### src/rtl/sdi_bridge_pkg.sv
// Shared state, register map, mode codes and resolution constants for the SDI-to-CSI-2 bridge control path.
// Pure definitions: no latency and no flow control of its own.
package sdi_bridge_pkg;

  typedef enum logic [1:0] {
    ST_ACQUIRE  = 2'd0,
    ST_CONFIG   = 2'd1,
    ST_RUN      = 2'd2,
    ST_TEARDOWN = 2'd3
  } state_e;

  localparam logic [3:0] ADDR_CTRL     = 4'd0;
  localparam logic [3:0] ADDR_H_ACTIVE = 4'd1;
  localparam logic [3:0] ADDR_V_ACTIVE = 4'd2;
  localparam logic [3:0] ADDR_WC       = 4'd3;

  localparam logic [15:0] CTRL_DISABLE = 16'd0;
  localparam logic [15:0] CTRL_ENABLE  = 16'd1;

  localparam logic [1:0] MODE_NONE  = 2'd0;
  localparam logic [1:0] MODE_720P  = 2'd1;
  localparam logic [1:0] MODE_1080P = 2'd2;
  localparam logic [1:0] MODE_UNSUP = 2'd3;

  localparam logic [11:0] H_720P  = 12'd1280;
  localparam logic [10:0] V_720P  = 11'd720;
  localparam logic [11:0] H_1080P = 12'd1920;
  localparam logic [10:0] V_1080P = 11'd1080;

  localparam logic [2:0] CFG_STEP_LAST = 3'd4;

  typedef struct packed {
    logic [3:0]  addr;
    logic [15:0] data;
  } cfg_wr_t;

  function automatic logic [1:0] mode_of(input logic [11:0] h, input logic [10:0] v);
    logic [1:0] m;
    m = MODE_UNSUP;
    if (h == H_720P && v == V_720P) begin
      m = MODE_720P;
    end else if (h == H_1080P && v == V_1080P) begin
      m = MODE_1080P;
    end
    return m;
  endfunction

  // Transmitter programming sequence; step 0 doubles as the teardown write.
  function automatic cfg_wr_t cfg_step(input logic [2:0] step, input logic [11:0] h,
                                       input logic [10:0] v);
    cfg_wr_t w;
    w.addr = ADDR_CTRL;
    w.data = CTRL_DISABLE;
    case (step)
      3'd1: begin
        w.addr = ADDR_H_ACTIVE;
        w.data = {4'd0, h};
      end
      3'd2: begin
        w.addr = ADDR_V_ACTIVE;
        w.data = {5'd0, v};
      end
      3'd3: begin
        w.addr = ADDR_WC;
        w.data = {3'd0, h, 1'b0};
      end
      3'd4: begin
        w.addr = ADDR_CTRL;
        w.data = CTRL_ENABLE;
      end
      default: ;
    endcase
    return w;
  endfunction

endpackage

### src/rtl/cfg_writer.sv
// Single register-write engine: wr/addr/data rise the cycle after start and hold until ack or ACK_TIMEOUT cycles.
// Start is honoured only while idle; done/timeout are combinational strobes in the closing cycle.
module cfg_writer
  import sdi_bridge_pkg::*;
#(
  parameter int ACK_TIMEOUT = 256
) (
  input  logic        i_clk,
  input  logic        i_rst_n,
  input  logic        i_start,
  input  logic [3:0]  i_addr,
  input  logic [15:0] i_data,
  input  logic        i_ack,
  output logic        o_wr,
  output logic [3:0]  o_addr,
  output logic [15:0] o_data,
  output logic        o_done,
  output logic        o_timeout
);

  localparam int TW = (ACK_TIMEOUT > 1) ? $clog2(ACK_TIMEOUT) : 1;
  localparam logic [TW-1:0] WAIT_LAST = TW'(ACK_TIMEOUT - 1);

  logic          r_wr;
  cfg_wr_t       r_req;
  logic [TW-1:0] r_wait;

  assign o_done    = r_wr & i_ack;
  assign o_timeout = r_wr & ~i_ack & (r_wait == WAIT_LAST);
  assign o_wr      = r_wr;
  assign o_addr    = r_req.addr;
  assign o_data    = r_req.data;

  always_ff @(posedge i_clk or negedge i_rst_n) begin
    if (!i_rst_n) begin
      r_wr   <= 1'b0;
      r_req  <= '0;
      r_wait <= '0;
    end else if (r_wr) begin
      if (o_done || o_timeout) begin
        r_wr <= 1'b0;
      end else begin
        r_wait <= r_wait + TW'(1);
      end
    end else if (i_start) begin
      r_wr       <= 1'b1;
      r_req.addr <= i_addr;
      r_req.data <= i_data;
      r_wait     <= '0;
    end
  end

endmodule

### src/rtl/format_ctrl.sv
// Qualifies detector measurements, programs the CSI-2 transmitter and enables the bridge; tears down on loss.
// Writes start the cycle after the qualifying pulse; each write waits for ack (bounded by ACK_TIMEOUT).
module format_ctrl
  import sdi_bridge_pkg::*;
#(
  parameter int STABLE_FRAMES = 3,
  parameter int LOSS_TIMEOUT  = 2_000_000,
  parameter int ACK_TIMEOUT   = 256
) (
  input  logic        sys_clk,
  input  logic        n_rst,
  input  logic        det_valid_i,
  input  logic [11:0] det_h_active_i,
  input  logic [10:0] det_v_active_i,
  output logic        cfg_wr_o,
  output logic [3:0]  cfg_addr_o,
  output logic [15:0] cfg_data_o,
  input  logic        cfg_ack_i,
  output logic        bridge_en_o,
  output logic        locked_o,
  output logic [1:0]  mode_o,
  output logic        err_o
);

  localparam int CW = $clog2(STABLE_FRAMES + 1);
  localparam int WW = $clog2(LOSS_TIMEOUT + 1);
  localparam logic [CW-1:0] CNT_STABLE = CW'(STABLE_FRAMES);
  localparam logic [WW-1:0] WDOG_MAX   = WW'(LOSS_TIMEOUT);
  localparam logic [WW-1:0] WDOG_LAST  = WW'(LOSS_TIMEOUT - 1);

  state_e        r_state, w_state_nxt;
  logic [CW-1:0] r_cnt, w_cnt_nxt, w_cnt_inc;
  logic [11:0]   r_ref_h, w_ref_h_nxt;
  logic [10:0]   r_ref_v, w_ref_v_nxt;
  logic [2:0]    r_step, w_step_nxt;
  logic [1:0]    r_mode, w_mode_nxt;
  logic          r_err, w_err_nxt;
  logic          r_bridge_en, r_locked;
  logic [WW-1:0] r_wdog;

  logic          w_match, w_expire, w_start, w_done, w_tmo, w_run_nxt;
  logic [1:0]    w_det_mode;
  cfg_wr_t       w_req;

  assign w_match    = (det_h_active_i == r_ref_h) && (det_v_active_i == r_ref_v);
  assign w_cnt_inc  = (r_cnt == CNT_STABLE) ? r_cnt : r_cnt + CW'(1);
  assign w_det_mode = mode_of(det_h_active_i, det_v_active_i);
  // A pulse in the expiry cycle wins over the timeout.
  assign w_expire   = !det_valid_i && (r_wdog >= WDOG_LAST);
  assign w_run_nxt  = (w_state_nxt == ST_RUN);

  always_comb begin
    w_state_nxt = r_state;
    w_cnt_nxt   = r_cnt;
    w_ref_h_nxt = r_ref_h;
    w_ref_v_nxt = r_ref_v;
    w_step_nxt  = r_step;
    w_mode_nxt  = r_mode;
    w_err_nxt   = r_err;
    w_start     = 1'b0;
    w_req       = cfg_step(r_step, r_ref_h, r_ref_v);
    case (r_state)
      ST_ACQUIRE: begin
        if (det_valid_i) begin
          if (w_match) begin
            w_cnt_nxt = w_cnt_inc;
          end else begin
            w_cnt_nxt   = CW'(1);
            w_ref_h_nxt = det_h_active_i;
            w_ref_v_nxt = det_v_active_i;
          end
          if (w_cnt_nxt == CNT_STABLE) begin
            if (w_det_mode != MODE_UNSUP) begin
              w_mode_nxt  = w_det_mode;
              w_state_nxt = ST_CONFIG;
              w_step_nxt  = 3'd0;
              w_start     = 1'b1;
              w_req       = cfg_step(3'd0, det_h_active_i, det_v_active_i);
            end else begin
              w_mode_nxt = MODE_UNSUP;
            end
          end
        end else if (w_expire) begin
          w_cnt_nxt  = '0;
          w_mode_nxt = MODE_NONE;
        end
      end
      ST_CONFIG: begin
        if (w_tmo) begin
          w_err_nxt   = 1'b1;
          w_cnt_nxt   = '0;
          w_state_nxt = ST_ACQUIRE;
        end else if (w_done) begin
          if (r_step == CFG_STEP_LAST) begin
            w_state_nxt = ST_RUN;
          end else begin
            w_step_nxt = r_step + 3'd1;
          end
        end else if (!cfg_wr_o) begin
          w_start = 1'b1;
        end
      end
      ST_RUN: begin
        if ((det_valid_i && !w_match) || w_expire) begin
          w_state_nxt = ST_TEARDOWN;
          w_start     = 1'b1;
          w_req       = cfg_step(3'd0, r_ref_h, r_ref_v);
        end
      end
      ST_TEARDOWN: begin
        if (w_done) begin
          w_cnt_nxt   = '0;
          w_mode_nxt  = MODE_NONE;
          w_state_nxt = ST_ACQUIRE;
        end else if (w_tmo) begin
          w_err_nxt   = 1'b1;
          w_cnt_nxt   = '0;
          w_state_nxt = ST_ACQUIRE;
        end
      end
    endcase
  end

  always_ff @(posedge sys_clk or negedge n_rst) begin
    if (!n_rst) begin
      r_state     <= ST_ACQUIRE;
      r_cnt       <= '0;
      r_ref_h     <= '0;
      r_ref_v     <= '0;
      r_step      <= '0;
      r_mode      <= MODE_NONE;
      r_err       <= 1'b0;
      r_bridge_en <= 1'b0;
      r_locked    <= 1'b0;
    end else begin
      r_state     <= w_state_nxt;
      r_cnt       <= w_cnt_nxt;
      r_ref_h     <= w_ref_h_nxt;
      r_ref_v     <= w_ref_v_nxt;
      r_step      <= w_step_nxt;
      r_mode      <= w_mode_nxt;
      r_err       <= w_err_nxt;
      r_bridge_en <= w_run_nxt;
      r_locked    <= w_run_nxt;
    end
  end

  always_ff @(posedge sys_clk or negedge n_rst) begin
    if (!n_rst) begin
      r_wdog <= '0;
    end else if (det_valid_i) begin
      r_wdog <= '0;
    end else if (r_wdog != WDOG_MAX) begin
      r_wdog <= r_wdog + WW'(1);
    end
  end

  cfg_writer #(
    .ACK_TIMEOUT(ACK_TIMEOUT)
  ) u_cfg_writer (
    .i_clk    (sys_clk),
    .i_rst_n  (n_rst),
    .i_start  (w_start),
    .i_addr   (w_req.addr),
    .i_data   (w_req.data),
    .i_ack    (cfg_ack_i),
    .o_wr     (cfg_wr_o),
    .o_addr   (cfg_addr_o),
    .o_data   (cfg_data_o),
    .o_done   (w_done),
    .o_timeout(w_tmo)
  );

  assign bridge_en_o = r_bridge_en;
  assign locked_o    = r_locked;
  assign mode_o      = r_mode;
  assign err_o       = r_err;

endmodule

### config.mk
export PLATFORM = sky130hd
export DESIGN_NAME = format_ctrl
export DESIGN_NICKNAME = d
export VERILOG_FILES = /design/src/rtl/sdi_bridge_pkg.sv /design/src/rtl/cfg_writer.sv /design/src/rtl/format_ctrl.sv
export SDC_FILE = /design/constraint.sdc
export NUM_CORES = 1
export LEC_CHECK = 0
export CORE_UTILIZATION = 61
export CTS_CLUSTER_DIAMETER = 60
export DETAILED_ROUTE_END_ITERATION = 16
export GPL_ROUTABILITY_DRIVEN = 1
export PLACE_DENSITY = 0.86
export SYNTH_ARGS = -nofsm -noshare
export SYNTH_HDL_FRONTEND = slang
export SYNTH_SLANG_ARGS = --single-unit
### constraint.sdc
create_clock -name sys_clk -period 3 [get_ports sys_clk]
set_input_delay 0.6 -clock sys_clk [delete_from_list [all_inputs] [get_ports sys_clk]]
set_output_delay 0.6 -clock sys_clk [all_outputs]
set_load 0.05 [all_outputs]
==> results.json <==
{
  "outcome": "complete, no violations",
  "clock_latency_ns": 0.35,
  "grt_overflow": 0,
  "ys_warn_count": 0,
  "fp.dieW_um": 87.8,
  "synth_edf_count": 0,
  "drc": 0,
  "p_int_mw": 1.76,
  "num_vias": 3775,
  "antenna_found_initial": 0,
  "max_freq_ghz": 0.368,
  "critPathKind": "input port to flop",
  "hp-class": "input port to async pin",
  "vdd_drop_max_uv": 288,
  "path_delay_family": "simple AND/OR/NAND/NOR gates",
  "via_per_inst": 6.13,
  "synth_compound_area_share_pct": 14.1,
  "cts_buffers": 9,
  "clockBufferDepth": 2,
  "critical-path-max-stage-delay_ns": 0.51,
  "final_cell_mix": "dfrtp_1 (79), nor2_1 (51), clkdlybuf4s50_1 (46), nand2_1 (34), xnor2_1 (28)",
  "final_layout_size_suffix_gt1_share_pct": 11.7,
  "syn_area_um2": 4490,
  "first_pass_iters": 6,
  "drt-initial-drc-count": 265,
  "grt_pass1_vias": 3557,
  "fin_tns_setup_ns": 0,
  "core_region_area_um2": 6940,
  "required_ns": 3.20,
  "ys.flop_type": "dfrtp_1",
  "syn_to_final_growth_pct": 17.1,
  "synth.top_cells.by_area": "dfrtp_1 (44%), mux2_2 (6.5%), xnor2_1 (5.5%)",
  "cap_violations": 0,
  "rsz0062_at_grt": "false",
  "skew_ns": 0.0143,
  "crit_arrival_ns": 2.91,
  "fin_ws_ns": 0.286,
  "switching_share_pct": 23.7,
  "dieArea_um2": 7710,
  "cts_htree_levels": 3,
  "switching_power_mw": 0.547,
  "period_needed_ns": 2.71,
  "power.total_mw": 2.30,
  "pwr-share-seq_pct": 50.0,
  "synth.largest_area_cell": "dfrtp_1",
  "cp-start-kind": "input port",
  "grt_first_pass_wirelength_um": 16600,
  "nNetsFinal": 551,
  "hold_buffers": 0,
  "hold_violations": 0,
  "critPathBufInv": 1,
  "slew_headroom_pct": 33.8,
  "synthSimpleGateAreaFrac_pct": 20.5,
  "post_cts_resized": 0,
  "grt_max_degree": 80,
  "final_max_slew_viol_count": 0,
  "end_kind": "flop",
  "synth_top_family_by_area": "simple AND/OR/NAND/NOR gates",
  "synthMuxAreaShare_pct": 7.41,
  "place_worst_setup_slack_ns": 0.0179,
  "crit_fanout": 17,
  "clockRootBuffer": "clkbuf_8",
  "wl_per_cell_um": 16.1,
  "power_frac_comb_pct": 10.8,
  "path_clk_slew_ns": 0.08,
  "hpwl_um": 6880,
  "ys_ff_latch": 79,
  "antenna_cells": 0,
  "power_density_nw_per_um2": 437,
  "final_common_cell": "dfrtp_1",
  "tightestPinTransition_ns": 0.993,
  "cp_common_cell": "nand4_1",
  "p_clk_share_pct": 39.2,
  "io_pins": 53,
  "synthAdderAreaFrac_pct": 2.23,
  "tritoncts": "yes",
  "io_buffers": 47,
  "syn_area_per_cell_um2": 9.50,
  "post_cts_buffers": 0,
  "yosysTopAreaCellShare_pct": 44.0,
  "grt_usage_pct": 27.8,
  "ys_types": 54,
  "finalSetupViolCount": 0,
  "power.leakage_nw": 2.06,
  "die_h_um": 87.8,
  "path_cells": "clkdlybuf4s50_1 -> xnor2_1 -> nand4_1 -> nor4_2 -> nand4_1 -> o21ai_2 -> o21ai_0",
  "synth-seq-area-share_pct": 44.0,
  "ant_nets": 0,
  "syn_inst": 473,
  "cp_slowest_cell": "nor4_2",
  "clock-sinks": 79,
  "fin_crit_sh_pct": 90.5,
  "gp_congestion": 0.934,
  "async_reset_ff_share_pct": 100,
  "synth-xor-area-share_pct": 7.60,
  "initial_utilization_pct": 64.7,
  "wl_um": 9910,
  "fp-row-count": 30
}
-- synthesized netlist by cell type (all sizes together), types with 2 or more instances --
library cell	n
a32oi	5
o31ai	7
mux2	28
nand2b	20
nor2	51
o21ai	33
o21a	2
inv	16
xnor2	28
nand2	34
nor2b	3
nand3b	2
xor2	11
clkbuf	16
buf	9
ha	8
a222oi	10
o31a	2
or4	2
and4	3
and3	4
or2	3
dfrtp	79
nor4	8
nand4	13
a21oi	24
nand3	18
or3	4
a22oi	2
nor3	9
o211ai	2
-- cell type report --
cell class                 count  area, um2
multi-input combinational    357       2350
sequential                    79       1980
fill                         497       1680
timing repair buffer          53        526
clock buffer                  12        165
tap                           96        120
clock inverter                 3       65.1
inverter                      16       60.1
-- stage by stage --
step                      std cells  hold WS [ns]  instance area (um2)  util (%)
after floorplan                 477         0.304                 4510         -
after global placement          601         0.448                 5030      72.5
after detailed placement        601         0.499                 5030      72.5
after CTS                       616         0.437                 5260      75.8
after global routing            616         0.492                 5260      75.8
final                           616         0.397                 5260      75.8
-- metal layers --
layer | wire, um | up-vias | track usage (%) | part of all wire (%)
li1 | - | 1769 | - | -
met1 | 4470 | 1810 | 39.3 | 45
met2 | 4530 | 174 | 42.8 | 46
met3 | 730 | 22 | 5.00 | 7.4
met4 | 183 | 0 | 10.9 | 1.8
met5 | 0 | - | 0 | 0
-- state kept, by name, summed over array words and instances, names as in the netlist --
| name | cells |
|---|---|
| r_cnt | 2 |
| r_wdog | 21 |
| u_cfg_writer.o_data | 13 |
| u_cfg_writer.o_wr | 1 |
| mode_o | 2 |
| u_cfg_writer.r_wait | 8 |
| r_step | 3 |
| r_ref_h | 12 |
| r_state | 2 |
| u_cfg_writer.o_addr | 2 |
| r_ref_v | 11 |
| locked_o | 1 |
| err_o | 1 |
-- kinds of logic (layout without fill, tap and decap cells) --
kind of cell    count (synthesis)  count (layout)
compound gates                 97              97
xor+xnor                       39              39
other cells                     1               5
mux                            29              29
buf+inv                        41              84
fa+ha+maj                       8               8
simple gates                  179             179
flops                          79              79
-- final timing paths --
check	depth (start not counted)	end	start	slack, ns
setup / recovery	7	u_cfg_writer.o_data[2]	det_v_active_i[10]	0.29
hold / removal	1	u_cfg_writer.o_addr[0]	n_rst	0.40
setup reg to reg	6	u_cfg_writer.o_data[2]	r_wdog[14]	0.47
hold reg to reg	2	err_o	err_o	0.50
max in group asynchronous	1	r_wdog[12]	n_rst	1.94
min in group sys_clk	2	err_o	err_o	0.50
-- power groups by stage --
stage	Clock (mW)	Combinational, mW	Sequential, mW
after global placement	0	0.244	1.17
after CTS	0.919	0.251	1.15
after global routing	0.961	0.270	1.16
after floorplan	0	0.135	1.18
after detailed placement	0	0.248	1.17
final	0.903	0.248	1.15
Note: power is estimated with default switching activity, not from simulation.
